`config.mk`:
```
export PLATFORM = sky130hd
export DESIGN_NAME = mac_accumulator_4bit
export DESIGN_NICKNAME = d
export VERILOG_FILES = /design/src/rtl/mac_accumulator_4bit.sv
export SDC_FILE = /design/constraint.sdc
export NUM_CORES = 1
export LEC_CHECK = 0
export CORE_ASPECT_RATIO = 1.1
export CORE_MARGIN = 2
export CORE_UTILIZATION = 45
export CTS_CLUSTER_SIZE = 14
export DETAILED_ROUTE_END_ITERATION = 16
export GPL_TIMING_DRIVEN = 0
export PLACE_DENSITY_LB_ADDON = 0.2
export SETUP_SLACK_MARGIN = 0.15
export SYNTH_ARGS = -nofsm -noshare
export SYNTH_HDL_FRONTEND = slang
export SYNTH_SLANG_ARGS = --single-unit
```
`constraint.sdc`:
```
create_clock -name clk -period 8.3 [get_ports clk]
set_input_delay 1.245 -clock clk [delete_from_list [all_inputs] [get_ports clk]]
set_output_delay 1.245 -clock clk [all_outputs]
set_load 0.05 [all_outputs]
```
`src/rtl/mac_accumulator_4bit.sv`:
```
// Multiply-accumulate of 4-bit unsigned operand pairs into an ACC_W-bit sum.
// A result is presented when the last term arrives, and held until downstream consumes it.
//
// state | meaning
// ACCUM | accepting terms, running sum visible but not yet valid
// HOLD  | result valid, inputs blocked until out_ready
module mac_accumulator_4bit #(
    parameter int ACC_W = 12
) (
    input  logic             clk,
    input  logic             rst,
    input  logic             in_valid,
    output logic             in_ready,
    input  logic [3:0]       a,
    input  logic [3:0]       b,
    input  logic             in_last,
    output logic             out_valid,
    input  logic             out_ready,
    output logic [ACC_W-1:0] out_sum,
    output logic [7:0]       out_count,
    output logic             out_overflow
);

    typedef enum logic {
        ACCUM = 1'b0,
        HOLD  = 1'b1
    } state_t;

    state_t         state;
    state_t         state_nxt;
    logic           accept;
    logic           consume;
    logic [7:0]     product;
    logic [ACC_W:0] sum_ext;

    assign product = {4'b0000, a} * {4'b0000, b};
    assign sum_ext = {1'b0, out_sum} + {{(ACC_W - 7){1'b0}}, product};

    always_comb begin
        state_nxt = state;
        in_ready  = 1'b0;
        out_valid = 1'b0;
        accept    = 1'b0;
        consume   = 1'b0;
        case (state)
            ACCUM: begin
                in_ready = 1'b1;
                accept   = in_valid;
                if (in_valid && in_last) begin
                    state_nxt = HOLD;
                end
            end
            HOLD: begin
                out_valid = 1'b1;
                consume   = out_ready;
                if (out_ready) begin
                    state_nxt = ACCUM;
                end
            end
            default: state_nxt = ACCUM;
        endcase
    end

    always_ff @(posedge clk) begin
        if (rst) begin
            state        <= ACCUM;
            out_sum      <= '0;
            out_count    <= '0;
            out_overflow <= 1'b0;
        end else begin
            state <= state_nxt;
            if (accept) begin
                out_sum <= sum_ext[ACC_W-1:0];
                if (sum_ext[ACC_W]) begin
                    out_overflow <= 1'b1;
                end
                // count saturates rather than wrapping so long vectors still read as "many"
                if (out_count != 8'hFF) begin
                    out_count <= out_count + 8'd1;
                end
            end else if (consume) begin
                out_sum      <= '0;
                out_count    <= '0;
                out_overflow <= 1'b0;
            end
        end
    end

endmodule

```
# Yosys cells after proc, flatten, opt, wreduce, memory -nomap -nowiden
# Cells that the tools add are included.
dict set report word_totals {
  input_bits 13
  word_cells 30
  out_inout_bits 23
  regBits 22
}
dict set report classes {
  mux 15
  eq_ne 3
  n_mul 1
  add_sub_neg 2
  reduce_logical 4
  n_bitwise 1
}
# operator count
set ops {}
lappend ops {{2-to-1 mux 12 bit} 2}
lappend ops {{2-to-1 mux 8 bit} 3}
lappend ops {{adder 12 x 8 -> 13 bit} 1}
lappend ops {{2-to-1 mux 1 bit} 9}
lappend ops {{adder 8 x 1 -> 8 bit, second input constant} 1}
lappend ops {{multiplier 4 x 4 -> 8 bit} 1}
lappend ops {{!= test 8 bit, second input constant} 1}
lappend ops {{!= test 2 x 1 -> 1 bit, second input constant} 2}
lappend ops {{AND reduction 2 bit} 2}
lappend ops {{one-hot mux 1 bit (2 select lines)} 1}
lappend ops {{nonzero test 2 bit} 1}
lappend ops {{logical AND 1 bit} 1}
lappend ops {{NOT 1 bit} 1}

# Longest topological paths before layout
dict set report depth {
  depth_word 4
  mapped_depth 13
  ltp_nobuf 13
}

# Worst setup path after synthesis
# Ideal clock, no wire load.
dict set report synth_timing {
  kind {input to register}
  start {input port a[0]}
  end {register out_sum[9]}
  t_arrival_ns 4.096
  slack_ns 4.147
  n_path_buf 0
  required_time_ns 8.242
  setup_time_ns 0.058
  path_stages 11
  path_cell_list {nand2_1 -> fa_1 -> fa_1 -> fa_1 -> inv_1 -> ha_1 -> a211oi_2 -> o21ai_2 -> o311ai_4 -> and3_1 -> o21a_1}
}
dict set report synth_via {
  elab_chain_cells 3
}
# element line_no
set synth_rtl {}
lappend synth_rtl {{start: declaration} 14} ;# input logic [3:0] a,
lappend synth_rtl {{multiplier 4 x 4 -> 8 bit} 36} ;# assign product = {4'b0000, a} * {4'b0000, b};
lappend synth_rtl {{adder 12 x 8 -> 13 bit} 37} ;# assign sum_ext = {1'b0, out_sum} + {{(ACC_W - 7){1'b0}}, product};
lappend synth_rtl {{2-to-1 mux 12 bit} 72} ;# if (accept) begin
lappend synth_rtl {{end signal: assignment} 73} ;# out_sum <= sum_ext[ACC_W-1:0];
lappend synth_rtl {{end: declaration} 19} ;# output logic [ACC_W-1:0] out_sum,
# Every way passes these cells.
# A chain may end at the register's enable or synchronous reset.

# Worst setup path after layout
# Same ends and word-level chain as after synthesis.

==> metrics.txt <==
status completed; Max Fanout on Critical Path 5; Layout Skew ~0.0094 ns; IO buf count 34; vias in the first global route ~1400; Ports 36; setup TNS 0 ns; Crit. End Element flop; first-pass GRT wire length about 6 mm; FMAX about 220 MHz; total gr overflow 0; worst-margin pin slew 0.506 ns; Worst Setup Start Kind input port; full die area about 0.0044 sq mm; syn_area_per_cell between 8 and 9 sq um; # rows 23; Unique masters post-synth 44; CTS tree done; Final WS setup ~3.7 ns; Logic pwr share between 40% and 50%; Residual DRC 0; die span in x 63.4 microns; Final GP Congestion between 0.8 and 0.9; drt via density 5.21; # fillers ~370; post-synthesis sequential area ratio 25.2%; top_reg_cell synth dfxtp_1; Antenna diodes 0; nets@finish approximately 280; Reg clk slew, reported paths approximately 0.070 ns; Setup WS pre-CTS 3.43 ns; CTS root buf clkbuf_8; Design Power 0.355 mW; Initial Util 47.4%; sequential cell fraction of total power between 30 and 40%; most frequent cells in the layout 34 x clkdlybuf4s50_1, 22 x inv_1, 22 x dfxtp_1, 20 x nand2_1, 19 x ha_1; class of the worst hold path reg2reg; Clk pwr share a little under a fifth; hold depth 2; maximum clock path buffer count 2; asr flop ratio synth 0%; Sw Ratio 40.0%; MaxCap Viol Count 0; GRT Util Overall between 15 and 20%; initial antenna violation count 0; NetSw about 0.14 mW; synthesized area roughly 0.0017 sq mm; CP dominant cell by count fa_1; Static Leak roughly 0.96 nW; post-cts sizing count 0; post-route ant nets 0; Final Hold Vio Count 0; commonest non-fill, non-tap cell in the layout clkdlybuf4s50_1; CP Data Arrival Time roughly 4.8 ns; hold buffers post-CTS 0; core area roughly 0.0037 sq mm; final wirelength 3.52 mm; CP max-delay cell fa_1; Synth Net Count about 240; CP required around 8.5 ns; max_slew headroom between 60% and 70%; Clock Latency Late Sink about 0.26 ns; DR WL/cell 12.2 microns; Die Ht 69.3 microns; drt pass-1 iters 4; CTS Buf Count 3; P&R area growth vs syn 25.4%; Ys Warns 0; crit-path cells clkdlybuf4s50_1 > nand2_1 > fa_1 > fa_1 > fa_1 > inv_1 > ha_1 > a211oi_2 > o21ai_2 > o311ai_4 > and3_1 > o21a_1; crit path time final roughly 4.6 ns; setup violators final 0; CTS H-Tree Depth 1; fin. max-slew vios 0; VDD IR-drop max approximately 0.00011 V; P_int 0.213 mW; DPL Wire Length slightly below 3 mm; share of cells above drive strength 1 slightly above 7%; Final Cycle Share about 55%; R2R cell count 7; Syn Inst Count roughly 200; DR iter-0 viols 66; unrepaired setup endpoints after global routing no; via count around 1500; EDFF count, synth 0; Power Density around 160 mW/mm^2; kind of critical path in2reg; Sinks on Clock Net 22; postcts setup bufs 0; worst stage delay on the critical path about 0.52 ns; largest net degree at the start of global routing 12; #FFs+latches synth 22
==> Yosys cell counts, types with 2 or more instances <==
master	n	share of area (%)
clkbuf_1	2	0.43
nand2_1	20	4.3
and2_1	13	4.7
nor3_1	2	0.57
o21ai_0	4	1.1
mux2i_1	2	1.1
inv_1	22	4.7
o21a_1	2	0.86
a31oi_1	2	0.72
nor4_1	2	0.72
ha_1	19	14
a22oi_1	4	1.7
dfxtp_1	22	25
fa_1	9	10
o21ai_1	2	0.57
o31ai_1	2	0.86
a21o_1	2	0.86
nand2b_1	2	0.72
a21oi_1	15	4.3
nor2_1	14	3.0
xor2_1	4	2.0
nand3_1	8	2.3
a32o_1	2	1.1
and3_1	3	1.1
xnor2_1	2	1.0
a21oi_2	3	1.5
==> critical path, delay by kind of cell <==
kind / cells / cell delay [ns]
buffers and inverters: 2 / 0.55
adders and majority gates: 4 / 1.89
and+or+nand+nor: 2 / 0.30
AOI/OAI and AO/OA: 4 / 0.82
==> flip-flops by register name, summed over array words and instances (netlist names) <==
name          flops
out_sum          12
out_overflow      1
state             1
out_count         8
==> layout make-up <==
class / count / area, sq um / area share [%]
buffer: 4 / 23.8 / 1.09
clock buffer: 3 / 41.3 / 1.89
inverter: 22 / 82.6 / 3.77
multi-input combinational: 154 / 1200 / 54.7
sequential: 22 / 440 / 20.1
tap: 50 / 62.6 / 2.86
timing repair buffer: 34 / 340 / 15.5
==> metal layers <==
metal | global-route usage [%] | routed length, microns
met3 | 1.95 | 98
met4 | 3.62 | 31
met5 | 0 | 0
met1 | 23.9 | 1750
met2 | 28.0 | 1650
==> path summary, 6_finish.rpt <==
path | startpoint | to | slack (ns)
setup / recovery | a[0] | out_sum[9] | 3.70
hold reg to reg | out_overflow | out_overflow | 0.46
hold / removal | out_overflow | out_overflow | 0.46
setup reg to reg | out_sum[2] | out_sum[9] | 5.85
==> logic make-up after synthesis <==
| kind of cell | share of synthesized area (%) |
|---|---|
| compound gates | 20.3 |
| xor+xnor | 3.01 |
| fa+ha+maj | 23.9 |
| buf+inv | 6.09 |
| flops | 25.2 |
| mux | 1.15 |
| simple gates | 20.3 |
==> power groups by stage <==
stage,Combinational (mW),Sequential [mW],Clock (mW)
2_1_floorplan,0.0986,0.151,0
3_3_place_gp,0.166,0.124,0
3_5_place_dp,0.167,0.124,0
4_1_cts,0.168,0.122,0.0676
5_1_grt,0.186,0.123,0.0733
6_report,0.166,0.122,0.0672
==> stage by stage <==
| stage | std cells | util (%) | cell area, sq um | hold WS [ns] |
|---|---|---|---|---|
| floorplan | 202 | - | 1750 | 0.691 |
| detailed placement | 286 | 58.3 | 2150 | 0.456 |
| global route | 289 | 59.4 | 2190 | 0.514 |
| global placement | 286 | 58.3 | 2150 | 0.458 |
| CTS | 289 | 59.4 | 2190 | 0.467 |
| finish | 289 | 59.4 | 2190 | 0.463 |
Power figures use the tool's default switching activity.
